===== src/rtl/multicycle_control_fsm_pkg.sv =====
// Shared MIPS definitions for the multicycle controller: state encodings,
// opcode and funct fields, and ALU operation codes.
package multicycle_control_fsm_pkg;

   typedef enum logic [3:0] {
      S_FETCH    = 4'd0,
      S_DECODE   = 4'd1,
      S_MEMADR   = 4'd2,
      S_MEMRD    = 4'd3,
      S_MEMWB    = 4'd4,
      S_MEMWR    = 4'd5,
      S_EXECUTE  = 4'd6,
      S_ALUWB    = 4'd7,
      S_BRANCH   = 4'd8,
      S_ADDIEXEC = 4'd9,
      S_ADDIWB   = 4'd10,
      S_JUMP     = 4'd11
   } state_t;

   localparam logic [5:0] OP_RTYPE = 6'b000000;
   localparam logic [5:0] OP_LW    = 6'b100011;
   localparam logic [5:0] OP_SW    = 6'b101011;
   localparam logic [5:0] OP_ADDI  = 6'b001000;
   localparam logic [5:0] OP_BEQ   = 6'b000100;
   localparam logic [5:0] OP_J     = 6'b000010;

   localparam logic [5:0] FUNCT_AND = 6'b100100;
   localparam logic [5:0] FUNCT_OR  = 6'b100101;
   localparam logic [5:0] FUNCT_ADD = 6'b100000;
   localparam logic [5:0] FUNCT_SUB = 6'b100010;
   localparam logic [5:0] FUNCT_SLT = 6'b101010;
   localparam logic [5:0] FUNCT_MUL = 6'b011100;

   localparam logic [2:0] ALU_AND = 3'b000;
   localparam logic [2:0] ALU_OR  = 3'b001;
   localparam logic [2:0] ALU_ADD = 3'b010;
   localparam logic [2:0] ALU_SUB = 3'b100;
   localparam logic [2:0] ALU_SLT = 3'b110;
   localparam logic [2:0] ALU_MUL = 3'b101;

   function automatic logic is_known_op(input logic [5:0] op);
      return (op == OP_RTYPE) || (op == OP_LW) || (op == OP_SW) ||
             (op == OP_ADDI) || (op == OP_BEQ) || (op == OP_J);
   endfunction

endpackage


===== src/rtl/mc_alu_decoder.sv =====
// Combinational Funct-to-ALUControl decode for R-type instructions;
// unrecognised Funct values fall back to AND.
module mc_alu_decoder
   import multicycle_control_fsm_pkg::*;
(
   input  logic [5:0] funct,
   output logic [2:0] alu_control
);

   always_comb begin
      alu_control = ALU_AND;
      case (funct)
         FUNCT_AND: alu_control = ALU_AND;
         FUNCT_OR:  alu_control = ALU_OR;
         FUNCT_ADD: alu_control = ALU_ADD;
         FUNCT_SUB: alu_control = ALU_SUB;
         FUNCT_SLT: alu_control = ALU_SLT;
         FUNCT_MUL: alu_control = ALU_MUL;
         default:   alu_control = ALU_AND;
      endcase
   end

endmodule


===== src/rtl/multicycle_control_fsm.sv =====
// Multicycle MIPS control unit: Moore FSM sequencing fetch, decode and the
// per-instruction execute/memory/writeback steps.
module multicycle_control_fsm
   import multicycle_control_fsm_pkg::*;
#(
   parameter int INSTR_WIDTH = 32
) (
   input  logic                   CLK,
   input  logic                   RST,
   input  logic [INSTR_WIDTH-1:0] Instruction,
   input  logic                   Zero,
   output logic                   IorD,
   output logic                   MemWrite,
   output logic                   IRWrite,
   output logic                   PCEn,
   output logic                   RegDst,
   output logic                   MemtoReg,
   output logic                   RegWrite,
   output logic                   ALUSrcA,
   output logic [1:0]             ALUSrcB,
   output logic [2:0]             ALUControl,
   output logic [1:0]             PCSrc,
   output logic                   InstrDone
);

   state_t     state, next_state;
   logic [5:0] opcode, funct, funct_q;
   logic [2:0] rtype_alu;
   logic       pc_write, branch, ir_write, mem_write, reg_write, instr_done;
   logic       unused_instr;

   assign opcode       = Instruction[31:26];
   assign funct        = Instruction[5:0];
   assign unused_instr = ^Instruction;

   always_ff @(posedge CLK or posedge RST) begin
      if (RST) state <= S_FETCH;
      else     state <= next_state;
   end

   // Funct is captured in DECODE so EXECUTE is immune to later IR changes.
   always_ff @(posedge CLK) begin
      if (state == S_DECODE) funct_q <= funct;
   end

   mc_alu_decoder u_alu_decoder (
      .funct       (funct_q),
      .alu_control (rtype_alu)
   );

   always_comb begin
      next_state = S_FETCH;
      IorD       = 1'b0;
      mem_write  = 1'b0;
      ir_write   = 1'b0;
      pc_write   = 1'b0;
      branch     = 1'b0;
      RegDst     = 1'b0;
      MemtoReg   = 1'b0;
      reg_write  = 1'b0;
      ALUSrcA    = 1'b0;
      ALUSrcB    = 2'b00;
      ALUControl = ALU_AND;
      PCSrc      = 2'b00;
      instr_done = 1'b0;
      case (state)
         S_FETCH: begin
            ir_write   = 1'b1;
            pc_write   = 1'b1;
            ALUSrcB    = 2'b01;
            ALUControl = ALU_ADD;
            next_state = S_DECODE;
         end
         S_DECODE: begin
            ALUSrcB    = 2'b11;
            ALUControl = ALU_ADD;
            instr_done = !is_known_op(opcode);
            case (opcode)
               OP_RTYPE:     next_state = S_EXECUTE;
               OP_LW, OP_SW: next_state = S_MEMADR;
               OP_ADDI:      next_state = S_ADDIEXEC;
               OP_BEQ:       next_state = S_BRANCH;
               OP_J:         next_state = S_JUMP;
               default:      next_state = S_FETCH;
            endcase
         end
         S_MEMADR: begin
            ALUSrcA    = 1'b1;
            ALUSrcB    = 2'b10;
            ALUControl = ALU_ADD;
            next_state = (opcode == OP_SW) ? S_MEMWR : S_MEMRD;
         end
         S_MEMRD: begin
            IorD       = 1'b1;
            next_state = S_MEMWB;
         end
         S_MEMWB: begin
            MemtoReg   = 1'b1;
            reg_write  = 1'b1;
            instr_done = 1'b1;
         end
         S_MEMWR: begin
            IorD       = 1'b1;
            mem_write  = 1'b1;
            instr_done = 1'b1;
         end
         S_EXECUTE: begin
            ALUSrcA    = 1'b1;
            ALUControl = rtype_alu;
            next_state = S_ALUWB;
         end
         S_ALUWB: begin
            RegDst     = 1'b1;
            reg_write  = 1'b1;
            instr_done = 1'b1;
         end
         S_ADDIEXEC: begin
            ALUSrcA    = 1'b1;
            ALUSrcB    = 2'b10;
            ALUControl = ALU_ADD;
            next_state = S_ADDIWB;
         end
         S_ADDIWB: begin
            reg_write  = 1'b1;
            instr_done = 1'b1;
         end
         S_BRANCH: begin
            ALUSrcA    = 1'b1;
            ALUControl = ALU_SUB;
            PCSrc      = 2'b01;
            branch     = 1'b1;
            instr_done = 1'b1;
         end
         S_JUMP: begin
            PCSrc      = 2'b10;
            pc_write   = 1'b1;
            instr_done = 1'b1;
         end
         default: next_state = S_FETCH;
      endcase
   end

   // Write strobes are masked while RST is held; the rest show FETCH values.
   assign IRWrite   = ir_write  & ~RST;
   assign MemWrite  = mem_write & ~RST;
   assign RegWrite  = reg_write & ~RST;
   assign InstrDone = instr_done & ~RST;
   assign PCEn      = (pc_write | (branch & Zero)) & ~RST;

endmodule


===== config.mk =====
export PLATFORM = sky130hd
export DESIGN_NAME = multicycle_control_fsm
export DESIGN_NICKNAME = d
export VERILOG_FILES = /design/src/rtl/multicycle_control_fsm_pkg.sv /design/src/rtl/mc_alu_decoder.sv /design/src/rtl/multicycle_control_fsm.sv
export SDC_FILE = /design/constraint.sdc
export NUM_CORES = 1
export LEC_CHECK = 0
export CORE_UTILIZATION = 30
export DETAILED_ROUTE_END_ITERATION = 8
export PLACE_DENSITY = 0.81
export SLEW_MARGIN = 20
export SYNTH_ARGS = -nofsm -noshare
export SYNTH_HDL_FRONTEND = slang
export SYNTH_SLANG_ARGS = --single-unit
export TNS_END_PERCENT = 1

===== constraint.sdc =====
create_clock -name CLK -period 1.9 [get_ports CLK]
set_clock_uncertainty 0.1 [all_clocks]
set_input_delay 0.19 -clock CLK [delete_from_list [all_inputs] [get_ports CLK]]
set_output_delay 0.19 -clock CLK [all_outputs]
set_load 0.005 [all_outputs]

# After elaboration in Yosys (flattened, before gate mapping)
# Cells that the tools add are included.
# Widths: inputs -> output; s select.
[word_totals] wordCells=64 ramBits=0 latch_bits=0 in_bits=35 regBits=10 out_inout_bits=16 memories=0 romBits=0
[op_classes] n_bitwise=8 multipliers=0 div=0 shifts=0 add_sub_neg=0 eq_ne=21 n_reduce_logical=16 n_mux=17 n_lt_le_gt_ge=0
[op_table] op="$eq 6x6->1 const B" n=6
[op_table] op="$pmux 4 s6" n=1
[op_table] op="$pmux 4 s5" n=1
[op_table] op="$eq 4x3->1 const B" n=4
[op_table] op="$eq 4x4->1 const B" n=4
[op_table] op="$pmux 3 s5" n=1
[op_table] op="$mux 1" n=9
[op_table] op="$pmux 3 s3" n=1
[op_table] op="$eq 4x2->1 const B" n=2
[op_table] op="$reduce_or 2->1" n=4
[op_table] op="$reduce_or 4->1" n=2
[op_table] op="$and 1x1->1" n=6
[op_table] op="$eq 6x2->1 const B" n=1
[op_table] op="$eq 6x3->1 const B" n=1
[op_table] op="$eq 6x4->1 const B" n=1
[op_table] op="$eq 6x5->1 const B" n=1
[op_table] op="$logic_not 6->1" n=1
[op_table] op="$pmux 2 s3" n=1
[op_table] op="$reduce_or 6->1" n=1
[op_table] op="$logic_or 1x1->1" n=5
[op_table] op="$eq 4x1->1 const B" n=1
[op_table] op="$logic_not 4->1" n=1
[op_table] op="$pmux 2 s2" n=1
[op_table] op="$mux 3" n=1
[op_table] op="other kinds (5)" n=5

# Logic depth before layout (Yosys ltp)
[logic_depth] word_depth=9 ltp_mapped=5

# By module
# From an unflattened synthesis, not the netlist that was laid out.
[unflattened] hier_cells=90 hier_area_um2=753.2
[modules_own_cells] mod="multicycle_control_fsm" area_per_inst_um2=670.6 n_inst=1 cells_each=80
[modules_own_cells] mod="mc_alu_decoder" area_per_inst_um2=82.6 n_inst=1 cells_each=10

# Least setup slack after synthesis
# Ideal clock, no wire load.
[synth_timing] path_kind="reg2out" from="reg state[1]" to="out InstrDone" n_path_buf=1 stages_incl_launch_ff=6 t_arrival_ps=1455 setup_slack_ps=155 cell_sequence="dfrtp_1 > buf_2 > nand2b_1 > nor3_1 > nand4_1 > o21ai_0"
[synth_between] elab_chain_len=4
[synth_lines] item="from (decl)" line="multicycle_control_fsm.sv:26" source="state_t state, next_state;"
[synth_lines] item="from (signal assigned)" line="multicycle_control_fsm.sv:38" source="else state <= next_state;"
[synth_lines] item="$eq 4x4->1 / $eq 4x3->1 (equally long branches)" line="multicycle_control_fsm.sv:66" source="case (state)"
[synth_lines] item="$reduce_or 6->1 (no source line)"
[synth_lines] item="$pmux 1 s2 (*)" line="multicycle_control_fsm.sv:66"
[synth_lines] item="$and 1x1->1 (*)" line="multicycle_control_fsm.sv:147" source="assign InstrDone = instr_done & ~RST;"
[synth_lines] item="to (decl)" line="multicycle_control_fsm.sv:23" source="output logic InstrDone"
# Mark *: on every way between the ends. The rest lies on a longest branch, timed or not.

# Worst setup path after layout
[layout_timing] from="reg funct_q[1]" to="out ALUControl[2]"
[layout_between] elab_chain_len=3
[layout_lines] item="from (decl)" line="multicycle_control_fsm.sv:27" source="logic [5:0] opcode, funct, funct_q;"
[layout_lines] item="from (signal assigned)" line="multicycle_control_fsm.sv:43" source="if (state == S_DECODE) funct_q <= funct;"
[layout_lines] item="$eq 6x5->1 / $eq 6x6->1 (equally long branches)" line="mc_alu_decoder.sv:12" source="case (funct)"
[layout_lines] item="$pmux 3 s5 (*)" line="mc_alu_decoder.sv:12"
[layout_lines] item="$pmux 3 s3 (*)" line="multicycle_control_fsm.sv:66"
[layout_lines] item="to (decl)" line="multicycle_control_fsm.sv:21" source="output logic [2:0] ALUControl,"
# Marks and branches as above.

==> out/results.ini <==
[run_status]
outcome=finished, violations left
violations=setup timing

[synth]
async_flop_share=0.400
synth.net_count=122
synth.area.top_cells=edfxtp_1, dfrtp_1, nor3_1
ys_ff_latch=10
netlist_area_um2=741
yosysWarnings=0
synth_cells=87
postSynthAreaPerCell_um2=8.51
synth_edf_count=6
synth_top_area_cell=edfxtp_1
yosys.area.top_type_share=0.243
yosysSeqAreaShare=0.378
yosysUniqueCellTypes=31
synth-main-ff-cell=edfxtp_1

[route]
drtPass1Iterations=4
ant_nets=0
wl_per_cell_um=13.5
wl_um=2280
via_per_inst=5.38
drc=0
routed-via-count=909
drt_iter0_drc=19

[clock_tree]
cts_buffers=3
cts.htree.levels=1
cts_tree=done
clock_sinks=10
clk_latency_ns=0.26
clkTransAtPathRegs_ns=0.06
cts_buffer_depth=2
clock_tree.root_cell=clkbuf_4

[global_routing]
grt_overflow_total=0
antenna_found_initial=0
grt_use_total=0.176
grt_max_degree=15
grt_pass1_wl_um=3470
grt_pass1_vias=828

[power]
powerDensity_nw_per_um2=1080
ir_drop_v=0.000642
total_power_mw=1.49
p_leak_nw=0.638

[place]
dpl_worst_slack_ns=-0.283
gp_congestion=0.782
dpl.hpwl_um=1550
io_buffer_count=30

[setup_path]
cp.arrival_ns=1.61
critPathMaxFanout=3
crit_chain=nor2b_1, a32oi_1, o32a_1, nor2_1, clkdlybuf4s15_2
cp_num_buf_inv=1
cp.required_ns=1.61
slowest_stage=edfxtp_1
critPathTopFamily=compound AO/OA/AOI/OAI gates
critPathLaunchType=flop
worstRegToRegCells=4
cpPeakStageDelay_ns=0.44
cp_num_cells=5
worstSetupPathType=flop to primary output
cp-end-kind=primary output

[sta]
fin_ws_ns=-0.00354
fmax_ghz=0.525
hold_violations=0
finalSetupViolCount=1
relSlewSlack=0.832
layout_min_cycle_time_ns=1.90
drv_slew=0
timing.setup.tns_ns=-0.00354
worst_slew_pin_slew_ns=0.252
rsz0062_at_grt=true
fin_crit_sh=1.00

[job]
maxCapViolations=0

[floorplanning]
die_w_um=51.7
dieArea_um2=2670
initial_core_util=0.325
rows=17
core-area_um2=2280
io_pins=51
die_h_um=51.7

[final_layout]
layout_commonest_cell=buf_4
area_delta_synth_final_pct=85.6
final_nets=177
final_cell_mix=buf_4, clkdlybuf4s50_1
n_antenna_cell=0
layout-drive-gt1-share=0.369

[worst_hold_path]
holdCritPathClass=input port to async pin

## per-stage QoR
| step | instance area (um^2) | hold slack, ns | util | std cells |
|---|---|---|---|---|
| floorplan | 741 | -0.136 | - | 87 |
| global placement | 1210 | 0.530 | 0.531 | 159 |
| detailed placement | 1210 | 0.550 | 0.531 | 159 |
| CTS | 1290 | 0.290 | 0.567 | 164 |
| global route | 1380 | 0.369 | 0.604 | 169 |
| finish | 1380 | 0.301 | 0.604 | 169 |
## cell usage after synthesis, types with 2 or more instances
cell	count
nor3_1	8
a21oi_1	6
buf_2	6
edfxtp_1	6
nor2_1	6
o21ai_0	6
dfrtp_1	4
inv_1	4
nand2b_1	4
and3_1	3
nand2_1	3
nand3_1	3
nor2b_1	3
nor4b_1	3
xor2_1	3
a31oi_1	2
nand4_1	2
nor3b_1	2
## sequential cells by signal, indices dropped and copies added (netlist names)
name	cells
funct_q	6
state	4
## worst min-delay path: cells and delay by family
kind,cells,cell delay (ns)
buffers and inverters,3,0.80
## logic make-up after synthesis
family,count (synthesis),share of synthesized area
multiplexers,1,0.0135
XOR/XNOR,4,0.0473
AND/OR/NAND/NOR,40,0.302
AO/OA/AOI/OAI,22,0.198
buffers and inverters,10,0.0608
flip-flops,10,0.378
## metal layers
metal  GRT usage  routed length [um]  up-vias
li1            -                   -      436
met5           0                   0        -
met2       0.323                1250       40
met1       0.197                 860      425
met4       0.104                  50        0
met3      0.0117                 124        8
## worst paths after layout
| check | startpoint | endpoint | slack, ns |
|---|---|---|---|
| worst max-delay path | funct_q[1] | ALUControl[2] | -0.004 |
| worst min-delay path | RST | state[3] | 0.30 |
| worst max register to register | state[2] | funct_q[1] | 0.44 |
| worst min register to register | state[2] | state[0] | 0.58 |
| max in group asynchronous | RST | state[0] | 1.29 |
| min in group CLK | Instruction[4] | funct_q[4] | 0.38 |
## power breakdown
group | internal, mW | total (mW) | switching (mW)
sequential | 0.337 | 0.424 | 0.0873
combinational | 0.496 | 0.914 | 0.418
clock | 0.0810 | 0.150 | 0.0685
## final cells by class
| type | count | area, um^2 |
|---|---|---|
| Clock buffer | 4 | 26.3 |
| Sequential cell | 10 | 283 |
| Timing Repair Buffer | 56 | 509 |
| Inverter | 4 | 15.0 |
| Fill cell | 179 | 901 |
| Multi-Input combinational cell | 67 | 507 |
| Tap cell | 28 | 35.0 |
## repair_timing
item / 4_1_cts / 5_1_grt
resized for setup: 27 / 22
hold buffers: 0 / 0
endpoints found under the setup margin: 14 / 10
pin swaps: 4 / 5
buffers inserted: 1 / 5
No activity file was read; power rests on OpenSTA's default activity.
